==> src/rtl/xa_bf_ddr_rd_sched_pkg.sv <==
// Shared encodings for the DDR3 read scheduler: FSM states, job types and
// completion status codes.
package xa_bf_sched_pkg;

  typedef enum logic [3:0] {
    ST_IDLE  = 4'b0001,
    ST_ISSUE = 4'b0010,
    ST_WAIT  = 4'b0100,
    ST_RESP  = 4'b1000
  } sched_state_e;

  typedef enum logic [1:0] {
    JOB_PARAM = 2'b00,
    JOB_RAM0  = 2'b01,
    JOB_RAM1  = 2'b10,
    JOB_RSVD  = 2'b11
  } job_type_e;

  typedef enum logic {
    STAT_OK      = 1'b0,
    STAT_TIMEOUT = 1'b1
  } job_status_e;

  localparam logic [15:0] TMO_CNT_MAX = 16'hFFFF;

endpackage

==> src/rtl/xa_bf_ddr_rd_sched_rr_pick.sv <==
// Combinational round-robin picker: first set pend bit at or above the
// pointer, wrapping around the channel count.
module xa_bf_rr_pick
  import xa_bf_sched_pkg::*;
#(
  parameter int P_REQ_NUM = 4,
  localparam int IW = $clog2(P_REQ_NUM)
) (
  input  logic [P_REQ_NUM-1:0] pend_i,
  input  logic [IW-1:0]        ptr_i,
  output logic                 found_o,
  output logic [IW-1:0]        id_o
);

  logic [IW-1:0] idx;

  // P_REQ_NUM is a power of two, so the IW-bit sum wraps for free
  always_comb begin
    found_o = 1'b0;
    id_o    = '0;
    idx     = '0;
    for (int i = 0; i < P_REQ_NUM; i++) begin
      idx = ptr_i + IW'(i);
      if (!found_o && pend_i[idx]) begin
        found_o = 1'b1;
        id_o    = idx;
      end
    end
  end

endmodule

==> src/rtl/xa_bf_ddr_rd_sched.sv <==
// Round-robin scheduler sharing the DDR3 read engine among beam-forming
// control channels; one job in flight, completion or timeout per channel.
module xa_bf_ddr_rd_sched
  import xa_bf_sched_pkg::*;
#(
  parameter int          P_REQ_NUM = 4,
  parameter logic [15:0] P_TIMEOUT = 16'd50000,
  localparam int IW = $clog2(P_REQ_NUM)
) (
  input  logic                   i_clk156m,
  input  logic                   i_srst,
  input  logic [P_REQ_NUM-1:0]   i_req,
  input  logic [2*P_REQ_NUM-1:0] i_req_type,
  input  logic [P_REQ_NUM-1:0]   i_cancel,
  output logic                   o_ddr_start,
  output logic [IW-1:0]          o_ddr_id,
  output logic [1:0]             o_ddr_type,
  input  logic                   i_ddr_done,
  output logic [P_REQ_NUM-1:0]   o_done,
  output logic [P_REQ_NUM-1:0]   o_timeout,
  output logic [P_REQ_NUM-1:0]   o_pend,
  output logic                   o_busy
);

  sched_state_e                state_q;
  logic [P_REQ_NUM-1:0]        pend_q, pend_d, new_req;
  logic [P_REQ_NUM-1:0][1:0]   type_q;
  logic [IW-1:0]               rr_ptr_q, id_q, pick_id;
  logic [1:0]                  ddr_type_q;
  logic                        start_q, busy_q, cancel_q, pick_found;
  logic [P_REQ_NUM-1:0]        done_q, tmo_q;
  logic [15:0]                 cnt_q;
  logic                        tmo_hit, wait_exit, grant_cancel;
  job_status_e                 wait_stat;

  xa_bf_rr_pick #(.P_REQ_NUM(P_REQ_NUM)) u_pick (
    .pend_i  (pend_q & ~i_cancel),
    .ptr_i   (rr_ptr_q),
    .found_o (pick_found),
    .id_o    (pick_id)
  );

  assign tmo_hit      = (cnt_q == P_TIMEOUT - 16'd1);
  assign wait_exit    = i_ddr_done || tmo_hit;
  assign wait_stat    = i_ddr_done ? STAT_OK : STAT_TIMEOUT;
  assign grant_cancel = cancel_q || i_cancel[id_q];

  // Cancel beats a same-cycle request; a cancelled grant already lost its pend bit
  always_comb begin
    new_req = '0;
    for (int n = 0; n < P_REQ_NUM; n++) begin
      new_req[n] = i_req[n] && !pend_q[n] &&
                   (i_req_type[2*n +: 2] != JOB_RSVD);
    end
    pend_d = (pend_q | new_req) & ~i_cancel;
    if (state_q == ST_RESP && !cancel_q) pend_d[id_q] = 1'b0;
  end

  always_ff @(posedge i_clk156m) begin
    if (i_srst) begin
      state_q    <= ST_IDLE;
      pend_q     <= '0;
      type_q     <= '0;
      rr_ptr_q   <= '0;
      id_q       <= '0;
      ddr_type_q <= 2'b00;
      start_q    <= 1'b0;
      busy_q     <= 1'b0;
      cancel_q   <= 1'b0;
      done_q     <= '0;
      tmo_q      <= '0;
      cnt_q      <= '0;
    end else begin
      pend_q  <= pend_d;
      start_q <= 1'b0;
      done_q  <= '0;
      tmo_q   <= '0;
      for (int n = 0; n < P_REQ_NUM; n++) begin
        if (new_req[n] && !i_cancel[n]) type_q[n] <= i_req_type[2*n +: 2];
      end
      case (state_q)
        ST_IDLE: begin
          if (pick_found) begin
            id_q       <= pick_id;
            ddr_type_q <= type_q[pick_id];
            start_q    <= 1'b1;
            busy_q     <= 1'b1;
            cancel_q   <= 1'b0;
            state_q    <= ST_ISSUE;
          end
        end
        ST_ISSUE: begin
          cnt_q <= '0;
          if (i_cancel[id_q]) cancel_q <= 1'b1;
          state_q <= ST_WAIT;
        end
        ST_WAIT: begin
          if (cnt_q != TMO_CNT_MAX) cnt_q <= cnt_q + 16'd1;
          if (i_cancel[id_q]) cancel_q <= 1'b1;
          // Pulse lands in the RESP cycle; done wins over a simultaneous timeout
          if (wait_exit) begin
            state_q <= ST_RESP;
            if (!grant_cancel) begin
              if (wait_stat == STAT_OK) done_q[id_q] <= 1'b1;
              else                      tmo_q[id_q]  <= 1'b1;
            end
          end
        end
        ST_RESP: begin
          rr_ptr_q <= id_q + IW'(1);
          busy_q   <= 1'b0;
          state_q  <= ST_IDLE;
        end
        default: begin
          busy_q  <= 1'b0;
          state_q <= ST_IDLE;
        end
      endcase
    end
  end

  assign o_ddr_start = start_q;
  assign o_ddr_id    = id_q;
  assign o_ddr_type  = ddr_type_q;
  assign o_done      = done_q;
  assign o_timeout   = tmo_q;
  assign o_pend      = pend_q;
  assign o_busy      = busy_q;

endmodule

==> config.mk <==
export PLATFORM = sky130hd
export DESIGN_NAME = xa_bf_ddr_rd_sched
export DESIGN_NICKNAME = d
export VERILOG_FILES = /design/src/rtl/xa_bf_ddr_rd_sched_pkg.sv /design/src/rtl/xa_bf_ddr_rd_sched_rr_pick.sv /design/src/rtl/xa_bf_ddr_rd_sched.sv
export SDC_FILE = /design/constraint.sdc
export NUM_CORES = 1
export LEC_CHECK = 0
export ABC_AREA = 0
export CORE_MARGIN = 8
export CORE_UTILIZATION = 45
export CTS_BUF_LIST = sky130_fd_sc_hd__clkbuf_8
export CTS_CLUSTER_SIZE = 30
export DETAILED_ROUTE_END_ITERATION = 10
export GPL_ROUTABILITY_DRIVEN = 0
export PLACE_DENSITY = 0.69
export SLEW_MARGIN = 20
export SYNTH_ARGS = -nofsm -noshare
export SYNTH_HDL_FRONTEND = slang
export SYNTH_SLANG_ARGS = --single-unit
==> constraint.sdc <==
create_clock -name i_clk156m -period 5.9 [get_ports i_clk156m]
set_clock_uncertainty 0.15 [all_clocks]
set_input_delay 0.885 -clock i_clk156m [delete_from_list [all_inputs] [get_ports i_clk156m]]
set_output_delay 0.885 -clock i_clk156m [all_outputs]
set_load 0.02 [all_outputs]
# Word level (Yosys, flattened, before mapping)
# Cells that the tools add are included.
# op_classes
add_sub_neg	5
reduce_logical	42
magnitude_cmp	7
muxes	34
bitwise_logic	11
n_eq_ne	14
# op_table
cell	n
$pmux W16 S2	1
$lt A2 B3 Y1 const B	6
$logic_and A1 B1 Y1	17
$add A16 B1 Y16 const B	1
$eq A16 B16 Y1 const B	1
$mux W16	1
$ne A16 B16 Y1 const B	1
$mux W1	14
$ne A2 B2 Y1 const B	7
$and A4 B4 Y4	3
$logic_not A1 Y1	12
$mux W4	3
$pmux W4 S3	1
$bmux W1 S2	5
$mux W2	5
$reduce_or A5 Y1	2
$not A4 Y4	2
$reduce_and A2 Y1	4
$not A1 Y1	5
$add A2 B1 Y2 const B	2
$add A2 B2 Y2 const B	2
$bmux W2 S2	1
$eq A4 B1 Y1 const B	1
$eq A4 B2 Y1 const B	1
other kinds (11)	15
# word_totals
wordCells	128
input_bits	19
regBits	49
output_inout_bits	18

# Logic depth before layout (Yosys ltp)
# Gate-level depths: netlist of the first run.
# logic_depth
ltp_word	16
ltp_mapped	7
mapped_depth_nobuf	6

# Cells and area by module
# From an unflattened synthesis of the first run, not the netlist that was laid out.
# unflattened
hier_cells	265
area_unflattened_um2	2377.3
# by_module_without_submodules
mod	instances	area_per_inst_um2	cells_each	seq_area_each_um2
xa_bf_ddr_rd_sched	1	2299.7	250	980.9
xa_bf_rr_pick	1	77.6	15	0.0

# Worst setup path after synthesis of the first run
# No wires, ideal clock.
# synth_path
path_type	input to register
start	input port i_cancel[0]
end	register ddr_type_q[1] (netlist: o_ddr_type[1])
arrival_time_ps	1978
path_buffers	0
required_ps	5617
setup_slack_ps	3639
cell_stages	5
setup_ps	133
path_cell_list	nor2b_1 > a221oi_1 > o21ai_1 > mux2i_1 > o221ai_1
# synth_between
elab_chain_len	16
word_cells_on_any_way	27
classes_between	mux: 18; bitwise: 2; reduce/logical: 7
# synth_lines
element	line	source
start, declared	xa_bf_ddr_rd_sched.sv:14	input logic [P_REQ_NUM-1:0] i_cancel,
$not A4 Y4 *	xa_bf_ddr_rd_sched.sv:37	.pend_i (pend_q & ~i_cancel),
$and A4 B4 Y4 *	xa_bf_ddr_rd_sched.sv:37	
$bmux W1 S2	xa_bf_ddr_rd_sched_rr_pick.sv:24	if (!found_o && pend_i[idx]) begin
$mux W1 (implied by the code)	xa_bf_ddr_rd_sched_rr_pick.sv:24	
$mux W1	xa_bf_ddr_rd_sched_rr_pick.sv:24	
$logic_not A1 Y1	xa_bf_ddr_rd_sched_rr_pick.sv:24	
$logic_and A1 B1 Y1	xa_bf_ddr_rd_sched_rr_pick.sv:24	
$mux W1	xa_bf_ddr_rd_sched_rr_pick.sv:24	
$logic_not A1 Y1	xa_bf_ddr_rd_sched_rr_pick.sv:24	
$logic_and A1 B1 Y1	xa_bf_ddr_rd_sched_rr_pick.sv:24	
$mux W1	xa_bf_ddr_rd_sched_rr_pick.sv:24	
$logic_not A1 Y1	xa_bf_ddr_rd_sched_rr_pick.sv:24	
$logic_and A1 B1 Y1	xa_bf_ddr_rd_sched_rr_pick.sv:24	
$mux W2	xa_bf_ddr_rd_sched_rr_pick.sv:24	
$bmux W2 S2	xa_bf_ddr_rd_sched.sv:85	ddr_type_q <= type_q[pick_id];
$mux W2 (implied by the code)	xa_bf_ddr_rd_sched.sv:85	
end signal, assigned	xa_bf_ddr_rd_sched.sv:85	
end, declared	xa_bf_ddr_rd_sched.sv:29	logic [1:0] ddr_type_q;
# Every way passes the cells marked *; elsewhere a longest branch is shown, timed or not. The select of a mux whose other input is x is not followed.
# A chain may end at the register's enable or synchronous reset.

# Final worst setup path of the first run
# Ends and elaborated chain as after synthesis.

==> results.sh, run 1 <==
export IMPL_ir_drop_v=0.0001193
export IMPL_crit_path_start_kind="primary input"
export IMPL_grt_overflow_total=0
export IMPL_grt_max_degree=30
export IMPL_vias=2018
export IMPL_drt_wl_total_um=5258
export IMPL_rsz0062_at_grt="no"
export IMPL_post_synth_cell_area_avg_um2=8.687
export IMPL_drt_iter0_drc=159
export IMPL_period_minus_slack_ns=2.765
export IMPL_leakagePower_nw=0.9689
export IMPL_cts_max_level=2
export IMPL_critPathArrivalTime_ns=2.79
export IMPL_synth_top_cells_by_count="49 x dfxtp_1, 30 x nor2_1, 27 x a21oi_1"
export IMPL_hold_class="reg2reg"
export IMPL_die_h_um=87.26
export IMPL_grt_pass1_wl_um=8514
export IMPL_final_nets=324
export IMPL_yosysMostFrequentCell="dfxtp_1"
export IMPL_post_drt_wl_per_cell_um=14.17
export IMPL_design_area_um2=2804
export IMPL_tightest_slew_ns=0.8293
export IMPL_synth_compound_area_frac=0.1917
export IMPL_clock_latency_ns=0.30
export IMPL_core_area_um2=5010
export IMPL_postCtsHoldBufs=0
export IMPL_post_cts_buffers=0
export IMPL_netlist_instances=263
export IMPL_dieWidth_um=87.26
export IMPL_seq_area_frac_synth=0.4294
export IMPL_cts_sinks=49
export IMPL_finalSetupTns_ns=0
export IMPL_synth_fp_nets=287
export IMPL_multi_input_area_um2=1217
export IMPL_rows=26
export IMPL_clk_pin_slew_ns=0.09
export IMPL_yosys_warnings=0
export IMPL_cts_max_path_buffers=2
export IMPL_final_cells=371
export IMPL_setup_worst_path_end_class="register"
export IMPL_synth_xor_area_frac=0.003834
export IMPL_synthMuxAreaShare=0.04107
export IMPL_synth_ff_type="dfxtp_1"
export IMPL_synth_simple_area_share=0.2689
export IMPL_max_freq_mhz=361.7
export IMPL_place_inst=363
export IMPL_postPlaceCellArea_um2=2703
export IMPL_drc_errors=0
export IMPL_hold_viol=0
export IMPL_worstPathMaxFanout=5
export IMPL_syn2layout_area_growth_pct=22.73
export IMPL_ant_nets=0
export IMPL_synth_edf_count=0
export IMPL_initial_utilization=0.4560
export IMPL_cts_tree="built"
export IMPL_r2r_start="cnt_q[0]$_SDFFE_PP0P_"
export IMPL_first_pass_iters=4
export IMPL_slew_violations=0
export IMPL_grt_antenna_before_repair=0
export IMPL_dieArea_um2=7613
export IMPL_critPathKind="in2reg"
export IMPL_yosysTopAreaCell="dfxtp_1"
export IMPL_io_pins=37
export IMPL_synth_cell_types=50
export IMPL_diodes=0
export IMPL_crit_start="i_cancel[0]"
export IMPL_maxCapViolCount=0
export IMPL_cp_slowest_cell="o21ai_1"
export IMPL_power_density_nw_per_um2=222.7
export IMPL_viasPerCell=5.439
export IMPL_total_power_mw=0.6246
export IMPL_synth_top_family_by_area="simple AND/OR/NAND/NOR gates"
export IMPL_worstHoldStart="type_q[7]$_SDFFE_PP0P_"
export IMPL_cts_repair_resized=0
export IMPL_max_stage_delay_ns=0.51
export IMPL_synth_area_leaders="dfxtp_1 43%, a21oi_1 5.9%, nor2_1 4.9%"
export IMPL_grt_use_total=0.1384
export IMPL_cp_required_ns=5.93
export IMPL_hpwlAfterDp_um=3884
export IMPL_synth_seq_cells=49
export IMPL_path_cells="clkdlybuf4s50_1 > nor2b_1 > a221oi_1 > o21ai_1 > mux2i_1 > o221ai_1"
export IMPL_async_reset_ff_frac=0
export IMPL_fillCellCount=495
export IMPL_cts_root_buf="clkbuf_8"
export IMPL_yosys_area_share_adder=0.02738
export IMPL_grt_pass1_vias=1819
export IMPL_syn_area_um2=2285
export IMPL_status="finished clean"
export IMPL_cts_buffers=5
export IMPL_setup_viol=0
export IMPL_seqCellArea_um2=980.9
export IMPL_synth_top_area_frac=0.4294
export IMPL_relSlewSlack=0.4438
export IMPL_io_buffer_count=36
export IMPL_period_share=0.4686
export IMPL_drive_above_1_share=0.07309
export IMPL_hold_slack_ns=0.3149
-- through the flow --
step | util | setup slack (ns)
after CTS | 0.5597 | 3.180
after global routing | 0.5597 | 2.960
after floorplan | - | 3.639
after detailed placement | 0.5395 | 2.874
final | 0.5597 | 3.135
after global placement | 0.5395 | 2.989
-- final cells by class --
type                       instances  share of cell area
multi-input combinational        194              0.4342
sequential                        49              0.3498
timing repair buffer              37              0.1312
clock buffer                       7             0.03436
tap                               70             0.03124
inverter                          13             0.01740
clock inverter                     1            0.001785
-- worst paths after layout --
path	to	slack, ns	cells after the start
max	o_ddr_type[1]$_SDFFE_PP0P_	3.14	6
min	type_q[7]$_SDFFE_PP0P_	0.31	2
max reg2reg	cnt_q[3]$_SDFFE_PP0P_	3.47	6
min reg2reg	type_q[7]$_SDFFE_PP0P_	0.31	2
-- power breakdown --
part / internal, mW / leakage [nW] / total [mW] / switching (mW)
clock network: 0.106 / 0.0542 / 0.213 / 0.107
logic: 0.0324 / 0.518 / 0.0665 / 0.0341
registers: 0.338 / 0.397 / 0.345 / 0.00751
-- registers in the layout, summed over array words and instances (netlist names) --
name and count:
cancel_q 1, cnt_q 16, o_busy 1, o_ddr_id 2, o_ddr_start 1, o_ddr_type 2, o_done 4, o_pend 4
o_timeout 4, rr_ptr_q 2, state_q 4, type_q 8
-- cell families (layout without fill, tap and decap cells) --
family	after synthesis	count (layout)
xor+xnor	1	1
buf+inv	20	58
flops	49	49
compound gates	67	67
fa+ha+maj	5	5
simple gates	113	113
mux	8	8
-- metal layers --
metal / wire [um] / share of wire / track usage
met2: 2273 / 0.43 / 0.2059
met4: 68 / 0.013 / 0.06250
met3: 343 / 0.065 / 0.03585
met1: 2573 / 0.49 / 0.1815
met5: 0 / 0 / 0
-- layout by cell type, fill, tap and decap left out, types with 3 or more instances in the layout --
| master | count |
|---|---|
| clkdlybuf4s50_1 | 36 |
| nand2_1 | 22 |
| mux2i_1 | 6 |
| clkbuf_8 | 7 |
| o21ai_0 | 10 |
| o31ai_1 | 5 |
| nor2b_1 | 4 |
| nand3_1 | 15 |
| a2111oi_0 | 4 |
| nor2_1 | 30 |
| nand3b_1 | 4 |
| dfxtp_1 | 49 |
| or3_1 | 8 |
| and2_1 | 4 |
| or4_1 | 5 |
| nand2b_1 | 4 |
| ha_1 | 5 |
| a21oi_1 | 27 |
| nor3_1 | 3 |
| a21boi_0 | 4 |
| inv_1 | 13 |
-- worst max-delay path: cells and delay by family --
family	cells	cell delay, ns
AOI/OAI and AO/OA	3	0.82
buffers and inverters	1	0.47
muxes	1	0.27
and+or+nand+nor	1	0.35
Note: power is estimated with default switching activity, not from simulation.
==> run 2: changes to the inputs <==
Settings changed: PLACE_DENSITY 0.69 to 0.72.
Clock period 5.9 ns to 2.3 ns, I/O delays scaled along.
==> results.sh, run 2 (synthesis results as in run 1) <==
export IMPL_cts_tree="built"
export IMPL_leakagePower_nw=1.024
export IMPL_finalSetupTns_ns=0
export IMPL_io_pins=37
export IMPL_crit_start="state_q[2]$_SDFFE_PP0P_"
export IMPL_core_area_um2=5010
export IMPL_diodes=0
export IMPL_maxCapViolCount=0
export IMPL_hold_class="reg2reg"
export IMPL_max_freq_mhz=451.1
export IMPL_drt_iter0_drc=198
export IMPL_initial_utilization=0.4560
export IMPL_post_cts_buffers=0
export IMPL_worstHoldStart="type_q[7]$_SDFFE_PP0P_"
export IMPL_tightest_slew_ns=0.5720
export IMPL_die_h_um=87.26
export IMPL_crit_path_start_kind="register"
export IMPL_period_share=0.9638
export IMPL_grt_pass1_vias=1869
export IMPL_largest_reg_flops=16
export IMPL_cts_max_path_buffers=2
export IMPL_hold_viol=0
export IMPL_top_regs="cnt_q: 16 flops, type_q: 8 flops"
export IMPL_worstPathMaxFanout=14
export IMPL_dieWidth_um=87.26
export IMPL_postCtsHoldBufs=0
export IMPL_cts_sinks=49
export IMPL_dieArea_um2=7613
export IMPL_drt_wl_total_um=5567
export IMPL_setup_viol=0
export IMPL_relSlewSlack=0.6161
export IMPL_vias=2102
export IMPL_status="finished clean"
export IMPL_clk_pin_slew_ns=0.09
export IMPL_critPathArrivalTime_ns=2.29
export IMPL_grt_overflow_total=0
export IMPL_final_nets=336
export IMPL_grt_max_degree=30
export IMPL_ant_nets=0
export IMPL_grt_antenna_before_repair=0
export IMPL_final_common_cell="dfxtp_1"
export IMPL_cts_root_buf="clkbuf_8"
export IMPL_rows=26
export IMPL_drive_above_1_share=0.1182
export IMPL_cp_required_ns=2.38
export IMPL_r2r_start="state_q[2]$_SDFFE_PP0P_"
export IMPL_fillCellCount=481
export IMPL_dpl_worst_slack_ns=-0.04123
export IMPL_grt_pass1_wl_um=9032
export IMPL_slew_violations=0
export IMPL_first_pass_iters=4
export IMPL_drc_errors=0
export IMPL_post_drt_wl_per_cell_um=14.54
export IMPL_timing_final_ws_setup_ns=0.08324
export IMPL_setup_worst_path_end_class="register"
export IMPL_regMostFlops="cnt_q"
export IMPL_syn2layout_area_growth_pct=27.16
export IMPL_hpwlAfterDp_um=4153
export IMPL_critPathKind="reg2reg"
export IMPL_grt_use_total=0.1465
export IMPL_power_density_nw_per_um2=546.8
export IMPL_cts_buffers=5
export IMPL_io_buffer_count=36
export IMPL_cts_max_level=2
export IMPL_hold_slack_ns=0.3184
export IMPL_viasPerCell=5.488
export IMPL_ir_drop_v=0.0002776
export IMPL_period_minus_slack_ns=2.217
export IMPL_clock_latency_ns=0.30
export IMPL_mostFrequentLayoutCells="48 x dfxtp_1, 36 x clkdlybuf4s50_1, 30 x nor2_1"
[run 2: layout make-up]
class	count	area, um2	area share
Clock inverter	3	21.27	0.007321
Tap cell	70	87.58	0.03015
Multi-Input combinational cell	194	1226	0.4221
Timing Repair Buffer	49	470.5	0.1619
Clock buffer	5	68.82	0.02369
Inverter	13	48.80	0.01680
Sequential cell	49	982.2	0.3381
[run 2: path summary, 6_finish.rpt]
kind / to / slack [ns] / depth (start not counted)
setup / recovery: cnt_q[13]$_SDFFE_PP0P_ / 0.08 / 6
hold reg to reg: type_q[7]$_SDFFE_PP0P_ / 0.32 / 2
setup reg to reg: cnt_q[13]$_SDFFE_PP0P_ / 0.08 / 6
hold / removal: type_q[7]$_SDFFE_PP0P_ / 0.32 / 2
[run 2: worst max-delay path, stage by stage (launching register included)]
cell     delay (ns)
dfxtp_1        0.38
or4b_4         0.60
a21oi_2        0.16
o31ai_2        0.07
buf_4          0.18
or4_1          0.40
a21oi_1        0.20
[run 2: per-stage QoR]
step                      total power, mW  cells  utilization  area, um2
after floorplan                    0.9970    263            -       2285
after global placement              1.089    375       0.5599       2805
after detailed placement            1.091    375       0.5599       2805
after CTS                           1.600    383       0.5779       2895
after global routing                1.658    383       0.5799       2905
final                               1.588    383       0.5799       2905
[run 2: where the power goes]
part           total, mW  switching, mW  internal, mW  leakage [nW]
clock              0.515          0.299         0.216        0.0445
sequential         0.885         0.0184         0.866         0.397
combinational      0.189         0.0920        0.0967         0.582
total               1.59          0.409          1.18          1.02
[run 2: per-layer routing]
metal | vias to the layer above | global-route usage | part of all wire
met2 | 54 | 0.2314 | 0.46
met3 | 6 | 0.03585 | 0.056
met5 | - | 0 | 0
met1 | 986 | 0.1877 | 0.47
li1 | 1056 | - | -
met4 | 0 | 0.05156 | 0.011
[run 2: timing repair]
item	CTS	global route
endpoints found under the hold margin	0	0
endpoints found under the setup margin	0	2
gates resized for setup	0	3
==> run 3: changes to the inputs <==
Settings changed: REMOVE_ABC_BUFFERS set to 1, SLEW_MARGIN 20 to 30.
==> results.sh, run 3 (synthesis results as in run 1) <==
export IMPL_comb_power_share=0.105
export IMPL_hpwlAfterDp_um=3931
export IMPL_ir_drop_v=0.0002966
export IMPL_finalSetupTns_ns=0
export IMPL_place_inst=376
export IMPL_status="finished clean"
export IMPL_grt_antenna_before_repair=0
export IMPL_rsz0062_at_grt="no"
export IMPL_crit_start="state_q[2]$_SDFFE_PP0P_"
export IMPL_worstHoldStart="type_q[7]$_SDFFE_PP0P_"
export IMPL_cts_max_path_buffers=2
export IMPL_grt_busiest_layer="met2"
export IMPL_regMostFlops="cnt_q"
export IMPL_postCtsHoldBufs=0
export IMPL_power_density_nw_per_um2=612.0
export IMPL_syn2layout_area_growth_pct=29.35
export IMPL_cts_tree="built"
export IMPL_clkPwrFrac=0.406
export IMPL_viasPerCell=5.404
export IMPL_maxCapViolCount=0
export IMPL_hold_slack_ns=0.3120
export IMPL_r2r_start="state_q[2]$_SDFFE_PP0P_"
export IMPL_clock_latency_ns=0.30
export IMPL_critPathKind="reg2reg"
export IMPL_postPlaceCellArea_um2=2800
export IMPL_hold_class="reg2reg"
export IMPL_cts_buffers=5
export IMPL_grt_max_degree=17
export IMPL_mostFrequentLayoutCells="45 x dfxtp_1, 36 x clkdlybuf4s50_1, 30 x nor2_1"
export IMPL_vias=2075
export IMPL_grt_overflow_total=0
export IMPL_cts_max_level=2
export IMPL_cts_root_buf="clkbuf_8"
export IMPL_setup_worst_path_end_class="register"
export IMPL_tightest_slew_ns=0.4392
export IMPL_setup_viol=0
export IMPL_rows=26
export IMPL_top_regs="cnt_q: 16 flops, type_q: 8 flops"
export IMPL_post_drt_wl_per_cell_um=13.73
export IMPL_grt_pass1_wl_um=8714
export IMPL_period_minus_slack_ns=2.181
export IMPL_period_share=0.9483
export IMPL_seqPwrFrac=0.490
export IMPL_cts_repair_resized=0
export IMPL_first_pass_iters=4
export IMPL_swShare=0.2248
export IMPL_cts_sinks=49
export IMPL_p_sw_mw=0.4065
export IMPL_drive_above_1_share=0.1338
export IMPL_grt_use_total=0.1406
export IMPL_die_h_um=87.26
export IMPL_io_buffer_count=36
export IMPL_use_met2=0.2197
export IMPL_worstPathMaxFanout=14
export IMPL_hold_viol=0
export IMPL_final_nets=337
export IMPL_io_pins=37
export IMPL_cp_required_ns=2.40
export IMPL_max_freq_mhz=458.5
export IMPL_crit_path_start_kind="register"
export IMPL_diodes=0
export IMPL_relSlewSlack=0.6997
export IMPL_postLayoutCoreUtil=0.5899
export IMPL_initial_utilization=0.4560
export IMPL_critPathArrivalTime_ns=2.28
export IMPL_fillCellCount=472
export IMPL_leakagePower_nw=1.048
export IMPL_drc_errors=0
export IMPL_post_cts_buffers=0
export IMPL_internal_power_mw=1.402
export IMPL_drt_iter0_drc=143
export IMPL_final_cells=384
export IMPL_design_area_um2=2955
export IMPL_clk_pin_slew_ns=0.09
export IMPL_grt_use_met3=0.02925
export IMPL_grtUsageMet1=0.1868
export IMPL_drt_wl_total_um=5272
export IMPL_grt_pass1_vias=1928
export IMPL_dieArea_um2=7613
export IMPL_largest_reg_flops=16
export IMPL_slew_violations=0
export IMPL_dieWidth_um=87.26
export IMPL_final_common_cell="dfxtp_1"
export IMPL_ant_nets=0
export IMPL_core_area_um2=5010
-- run 3: changes by cell type in the layout (fill, tap and decap cells not counted) --
cell	before	now
a21oi_1	27	26
buf_12	1	0
clkinv_2	1	0
clkinvlp_4	1	0
dfxtp_1	48	45
bufinv_16	0	2
buf_4	12	14
a21oi_2	1	2
dfxtp_2	1	4
-- run 3: final timing paths --
kind              slack, ns  cells after the start                endpoint
setup / recovery       0.12                      6  cnt_q[15]$_SDFFE_PP0P_
hold / removal         0.31                      2  type_q[7]$_SDFFE_PP0P_
setup reg to reg       0.12                      6  cnt_q[15]$_SDFFE_PP0P_
hold reg to reg        0.31                      2  type_q[7]$_SDFFE_PP0P_
-- run 3: routing by layer --
layer  vias to the layer above  part of all wire
li1                       1056                 -
met1                       963              0.49
met2                        49              0.46
met3                         7             0.046
met4                         0             0.010
met5                         -                 0
-- run 3: layout make-up --
class | instances | area, um2 | share of cell area
clock inverter | 3 | 68.82 | 0.02329
multi-input combinational | 194 | 1230 | 0.4162
tap | 70 | 87.58 | 0.02964
timing repair buffer | 50 | 465.4 | 0.1575
inverter | 13 | 48.80 | 0.01651
clock buffer | 5 | 68.82 | 0.02329
sequential | 49 | 985.9 | 0.3336
-- run 3: worst max-delay path: stages (launching register included) --
cell and delay, ns:
dfxtp_2 0.35, or4b_4 0.58, a21oi_2 0.16, o31ai_2 0.08
buf_4 0.18, or4_1 0.49, a21oi_2 0.14
-- run 3: power by group through the flow --
| stage | clock, mW | sequential [mW] | combinational, mW |
|---|---|---|---|
| final | 0.734 | 0.886 | 0.189 |
| after global routing | 0.775 | 0.890 | 0.206 |
| after CTS | 0.744 | 0.885 | 0.189 |
| after detailed placement | 0 | 0.905 | 0.186 |
| after global placement | 0 | 0.905 | 0.185 |
| after floorplan | 0 | 0.910 | 0.0805 |
-- run 3: metrics by stage --
stage          power, mW  setup WS (ns)
6_report           1.809         0.1188
2_1_floorplan     0.9904         0.2422
3_5_place_dp       1.091       0.006199
5_1_grt            1.871        0.01090
4_1_cts            1.818         0.1070
3_3_place_gp       1.090         0.1145
